[src/rtl/aes_pkg.sv]
// Shared AES-128 key-schedule constants, FSM state encoding and word-level helpers.
package aes_pkg;

    localparam int unsigned AES_NR = 10;
    localparam int unsigned KEY_W  = 128;

    localparam logic [0:0] StIdle   = 1'b0;
    localparam logic [0:0] StExpand = 1'b1;

    // Round constants for rounds 1..10, round 1 in the most significant byte.
    localparam logic [79:0] RCON_TABLE = 80'h01_02_04_08_10_20_40_80_1b_36;

    function automatic logic [7:0] rcon(input logic [3:0] rnd);
        logic [7:0] val;
        case (rnd)
            4'd1:    val = RCON_TABLE[79:72];
            4'd2:    val = RCON_TABLE[71:64];
            4'd3:    val = RCON_TABLE[63:56];
            4'd4:    val = RCON_TABLE[55:48];
            4'd5:    val = RCON_TABLE[47:40];
            4'd6:    val = RCON_TABLE[39:32];
            4'd7:    val = RCON_TABLE[31:24];
            4'd8:    val = RCON_TABLE[23:16];
            4'd9:    val = RCON_TABLE[15:8];
            4'd10:   val = RCON_TABLE[7:0];
            default: val = 8'h00;
        endcase
        return val;
    endfunction

    function automatic logic [31:0] rot_word(input logic [31:0] w);
        return {w[23:0], w[31:24]};
    endfunction

    // sub_rot is SubWord(RotWord(w3)) of the previous round key.
    function automatic logic [127:0] next_round_key(input logic [127:0] prev,
                                                    input logic [31:0]  sub_rot,
                                                    input logic [3:0]   rnd);
        logic [31:0] t, n0, n1, n2, n3;
        t  = sub_rot ^ {rcon(rnd), 24'h000000};
        n0 = prev[127:96] ^ t;
        n1 = n0 ^ prev[95:64];
        n2 = n1 ^ prev[63:32];
        n3 = n2 ^ prev[31:0];
        return {n0, n1, n2, n3};
    endfunction

endpackage

[src/rtl/aes_sbox.sv]
// Combinational AES forward S-box, one byte in, one byte out.
module aes_sbox (
    input  logic [7:0] value,
    output logic [7:0] subst
);

    // Entry 0x00 sits in the top byte, so the table index is (255 - value).
    localparam logic [2047:0] SBOX = {
        128'h637c777bf26b6fc53001672bfed7ab76,
        128'hca82c97dfa5947f0add4a2af9ca472c0,
        128'hb7fd9326363ff7cc34a5e5f171d83115,
        128'h04c723c31896059a071280e2eb27b275,
        128'h09832c1a1b6e5aa0523bd6b329e32f84,
        128'h53d100ed20fcb15b6acbbe394a4c58cf,
        128'hd0efaafb434d338545f9027f503c9fa8,
        128'h51a3408f929d38f5bcb6da2110fff3d2,
        128'hcd0c13ec5f974417c4a77e3d645d1973,
        128'h60814fdc222a908846eeb814de5e0bdb,
        128'he0323a0a4906245cc2d3ac629195e479,
        128'he7c8376d8dd54ea96c56f4ea657aae08,
        128'hba78252e1ca6b4c6e8dd741f4bbd8b8a,
        128'h703eb5664803f60e613557b986c11d9e,
        128'he1f8981169d98e949b1e87e9ce5528df,
        128'h8ca1890dbfe6426841992d0fb054bb16
    };

    assign subst = SBOX[{~value, 3'b000} +: 8];

endmodule

[src/rtl/aes128_key_expand_seq.sv]
// Iterative AES-128 key schedule: one round key per clock into a held 11-entry key bank.
// Optional KEY_EXP_SKIP_SAME_EN: re-requesting the already-expanded key completes without expanding.
module aes128_key_expand_seq
    import aes_pkg::*;
#(
    parameter int unsigned NR = 10
) (
    input  logic                      clk,
    input  logic                      reset,
    input  logic                      start,
    input  logic [KEY_W-1:0]          key_in,
    output logic                      busy,
    output logic                      done,
    output logic                      keys_valid,
    output logic [(NR+1)*KEY_W-1:0]   round_keys
);

    if (NR != AES_NR) begin : g_nr_check
        $error("aes128_key_expand_seq supports NR = 10 only");
    end

    logic [0:0]       state_q, state_d;
    logic [3:0]       cnt_q, cnt_d;
    logic             busy_q, busy_d;
    logic             done_q, done_d;
    logic             valid_q, valid_d;
    logic             load_key, write_round, skip;
    logic [KEY_W-1:0] keys_q [NR+1];
    logic [KEY_W-1:0] prev_key, next_key;
    logic [31:0]      rot, sub_rot;

`ifdef KEY_EXP_SKIP_SAME_EN
    assign skip = valid_q && (key_in == keys_q[0]);
`else
    assign skip = 1'b0;
`endif

    always_comb begin
        prev_key = '0;
        for (int i = 1; i <= NR; i++) begin
            if (cnt_q == 4'(i)) prev_key = keys_q[i-1];
        end
    end

    assign rot = rot_word(prev_key[31:0]);

    for (genvar g = 0; g < 4; g++) begin : g_sub_word
        aes_sbox u_sbox (
            .value (rot[8*g +: 8]),
            .subst (sub_rot[8*g +: 8])
        );
    end

    assign next_key = next_round_key(prev_key, sub_rot, cnt_q);

    always_comb begin
        state_d     = state_q;
        cnt_d       = cnt_q;
        busy_d      = busy_q;
        done_d      = 1'b0;
        valid_d     = valid_q;
        load_key    = 1'b0;
        write_round = 1'b0;
        case (state_q)
            StIdle: begin
                cnt_d = 4'd0;
                if (start && skip) begin
                    done_d = 1'b1;
                end else if (start) begin
                    load_key = 1'b1;
                    cnt_d    = 4'd1;
                    busy_d   = 1'b1;
                    valid_d  = 1'b0;
                    state_d  = StExpand;
                end
            end
            StExpand: begin
                write_round = 1'b1;
                if (cnt_q == 4'(NR)) begin
                    cnt_d   = 4'd0;
                    busy_d  = 1'b0;
                    done_d  = 1'b1;
                    valid_d = 1'b1;
                    state_d = StIdle;
                end else begin
                    cnt_d = cnt_q + 4'd1;
                end
            end
            default: begin
                state_d = StIdle;
                cnt_d   = 4'd0;
                busy_d  = 1'b0;
            end
        endcase
    end

    always_ff @(posedge clk or negedge reset) begin
        if (!reset) begin
            state_q <= StIdle;
            cnt_q   <= 4'd0;
            busy_q  <= 1'b0;
            done_q  <= 1'b0;
            valid_q <= 1'b0;
        end else begin
            state_q <= state_d;
            cnt_q   <= cnt_d;
            busy_q  <= busy_d;
            done_q  <= done_d;
            valid_q <= valid_d;
        end
    end

    // Entries not yet rewritten keep stale values; keys_valid guards the whole set.
    always_ff @(posedge clk or negedge reset) begin
        if (!reset) begin
            for (int i = 0; i <= NR; i++) keys_q[i] <= '0;
        end else begin
            if (load_key) keys_q[0] <= key_in;
            for (int i = 1; i <= NR; i++) begin
                if (write_round && cnt_q == 4'(i)) keys_q[i] <= next_key;
            end
        end
    end

    always_comb begin
        round_keys = '0;
        for (int i = 0; i <= NR; i++) round_keys[KEY_W*i +: KEY_W] = keys_q[i];
    end

    assign busy       = busy_q;
    assign done       = done_q;
    assign keys_valid = valid_q;

endmodule

[config.mk]
export PLATFORM = sky130hd
export DESIGN_NAME = aes128_key_expand_seq
export DESIGN_NICKNAME = d
export VERILOG_FILES = /design/src/rtl/aes_pkg.sv /design/src/rtl/aes_sbox.sv /design/src/rtl/aes128_key_expand_seq.sv
export SDC_FILE = /design/constraint.sdc
export NUM_CORES = 2
export LEC_CHECK = 0
export ABC_AREA = 1
export CAP_MARGIN = 25
export CORE_AREA = 2 2 595 597
export CTS_BUF_LIST = sky130_fd_sc_hd__clkbuf_8
export DETAILED_ROUTE_END_ITERATION = 12
export DIE_AREA = 0 0 597 599
export GPL_TIMING_DRIVEN = 1
export PLACE_DENSITY = 0.4
export RECOVER_POWER = 25
export SKIP_CTS_REPAIR_TIMING = 1
export SYNTH_ARGS = -nofsm -noshare
export SYNTH_HDL_FRONTEND = slang
export SYNTH_SLANG_ARGS = --single-unit
export TNS_END_PERCENT = 20
[constraint.sdc]
create_clock -name clk -period 5.55 [get_ports clk]
set_input_delay 1.11 -clock clk [delete_from_list [all_inputs] [get_ports clk]]
set_output_delay 1.11 -clock clk [all_outputs]
set_load 0.01 [all_outputs]
==> impl_metrics.py <==
metrics = {
    "grt": {
        "grt_overflow_total": 0,
        "grt_pass1_vias": 88300,
        "grt_use_total": 0.347,
        "antenna_found_initial": 42,
        "grt_max_degree": 158,
        "grt_pass1_wl_um": 843000,
    },
    "timing": {
        "hold_viol": 0,
        "maxSlewHeadroom": -1.72,
        "fin_skew_ps": 111,
        "fmax_mhz": 178,
        "setup_viol": 31,
        "worstMarginPinSlew_ps": 4080,
        "finalCritPeriodShare": 1.01,
        "maxSlewViolCount": 497,
        "rsz0062_at_grt": "yes",
        "post-route-min-period_ps": 5600,
        "worst_slack_ps": -53.7,
    },
    "floorplanning": {
        "io_pins": 1542,
        "dieWidth_um": 597,
        "start_util": 0.222,
        "coreArea_sq_um": 351000,
        "die_height_um": 599,
        "fp-row-count": 218,
        "die_area_sq_um": 358000,
    },
    "cells_and_area": {
        "stdcell_area_sq_um": 112000,
        "n_fill_cell": 37800,
        "multi_input_area_sq_um": 37800,
        "final_core_util": 0.320,
        "seqCellArea_sq_um": 35400,
        "layout-drive-gt1-share": 0.136,
        "area_growth_pct": 44.5,
        "nNetsFinal": 13100,
    },
    "yosys": {
        "yosysTopAreaCellShare": 0.455,
        "synth_seq_cells": 1416,
        "seq_area_frac_synth": 0.455,
        "synthCells": 10800,
        "synth_area_leaders": "dfrtp_1 (46%), nand2_1 (19%), nand3_1 (11%)",
        "avgSynthCellArea_sq_um": 7.24,
        "synth_edf_count": 0,
        "synth_nets": 11000,
        "synthArstFlopShare": 1.00,
        "synth.yosys.warnings": 0,
        "yosys.area.top_type": "dfrtp_1",
        "synth_common_cells": "nand2_1 (3956), nand3_1 (1759), dfrtp_1 (1416), o21ai_0 (844), nor2_1 (472)",
        "ys.flop_type": "dfrtp_1",
        "yosysMostFrequentCell": "nand2_1",
        "synth_area_sq_um": 77900,
        "ys_types": 45,
    },
    "clock_network": {
        "cts_root_buffer": "clkbuf_8",
        "cts_tree": "yes",
        "clock_sinks": 1416,
        "clock_latency_ps": 1090,
        "clock_tree.buffer_depth": 4,
        "cts_buffers": 290,
        "ctsHtreeMaxLevel": 5,
        "path_clk_slew_ps": 60,
    },
    "worst_setup_path": {
        "worstPathMaxFanout": 51,
        "start_kind": "flip-flop",
        "reg2reg_depth": 19,
        "cp.required_ps": 6460,
        "critPathKind": "reg2reg",
        "cp-end-kind": "flip-flop",
        "arrival_ps": 6510,
    },
    "placement": {
        "post_dp_cell_area_sq_um": 106000,
        "gp_congestion": 0.945,
        "numPortBuffers": 1541,
        "place_hpwl_um": 496000,
    },
    "drt": {
        "wl_per_cell_um": 36.4,
        "dr.pass1.iters": 6,
        "first_iter_violations": 11300,
        "routed_wl_um": 645000,
        "drc": 0,
        "vias": 92200,
        "viasPerCell": 5.21,
        "ant_nets": 0,
    },
    "min_path": {
        "hold_depth": 2,
        "min_path_type": "reg2reg",
    },
    "run_status": {
        "outcome": "finished, violations left",
        "violations": "capacitance limit, slew limit, setup timing",
    },
    "run": {
        "cap_violations": 8,
    },
}
==> per-stage QoR <==
step	TNS (ps)	instances	hold slack, ps	setup slack [ps]
after floorplan	0	10800	491	1520
after global placement	-17630	17200	460	-277
after detailed placement	-14890	17200	471	-230
after CTS	-18790	17700	-28.7	-240
after global routing	-249	17700	493	-25.7
final	-828	17700	488	-53.7
==> flip-flops by register name, indices dropped and copies added (netlist names) <==
signal / flops
round_keys: 1408
cnt_q: 4
busy: 1
done: 1
keys_valid: 1
state_q: 1
==> area by class of cell <==
class,instances,area share
inverters,409,0.0146
repair buffers,2641,0.233
well taps,4620,0.0514
flip-flops and latches,1416,0.315
diodes,22,0.000489
clock buffers,347,0.0425
clock inverters,141,0.00752
multi-input cells,8111,0.336
==> layout by cell type (no fill, tap or decap), types with 8 or more instances in the layout <==
master              n
clkbuf_2            9
o2111ai_1          54
nor2_2              9
nor2_4             20
a21oi_1           223
buf_4             868
nand3_4             8
a221oi_1           98
inv_8              15
or2_0              11
o211ai_1           79
clkbuf_1            9
nand2_2            80
inv_6              12
clkbuf_8          347
nand2_1          3921
buf_12            203
clkdlybuf4s50_1  1540
nand3_1          1724
nand3_2            87
a22oi_1            62
nand2_4            11
nor2_1            453
diode_2            22
inv_2              25
clkinv_2           17
nand3b_1           30
o21ai_0           840
buf_6               8
inv_1             458
ha_1               58
o21ai_1           262
dfrtp_1          1416
nand4_1            28
or2_2              10
==> critical path, stage by stage, from the launching register on <==
cell	delay (ps)
dfrtp_1	390
buf_4	150
ha_4	170
inv_1	160
nor2_4	90
inv_8	90
buf_4	180
buf_4	370
buf_4	630
nand2_1	110
a21oi_1	570
o2111ai_1	380
a22oi_1	730
buf_4	340
inv_1	80
nand3_1	90
nand3_1	100
nand2_1	230
buf_4	360
o21ai_1	90
==> path summary, 6_finish.rpt <==
check                                 startpoint                to  slack, ps
worst max-delay path                    cnt_q[1]   round_keys[435]        -50
worst min-delay path            round_keys[1287]  round_keys[1287]        490
worst max register to register          cnt_q[1]   round_keys[435]        -50
worst min register to register  round_keys[1287]  round_keys[1287]        490
max in group asynchronous                  reset   round_keys[725]        470
min in group asynchronous                  reset   round_keys[565]       1370
==> cell families (layout without fill, tap and decap cells) <==
| kind of cell | Yosys count | count (layout) | share of synthesized area |
|---|---|---|---|
| simple gates | 6401 | 6401 | 0.348 |
| flops | 1416 | 1416 | 0.455 |
| buf+inv | 1230 | 3538 | 0.0675 |
| fa+ha+maj | 62 | 62 | 0.00996 |
| other cells | 0 | 22 | 0 |
| compound gates | 1648 | 1648 | 0.120 |
==> routing by layer <==
metal  wire, um  part of all wire  track usage  vias up
li1           -                 -            -    39900
met1     261000              0.41        0.439    46600
met2     284000              0.44        0.538     4749
met3      54400             0.084       0.0850      930
met4      44900             0.070        0.201       12
met5         81           0.00013            0        -
Power is left out: the tool's default activity adds up to more than one toggle a clock period on the data nets, which glitch-free logic cannot reach.
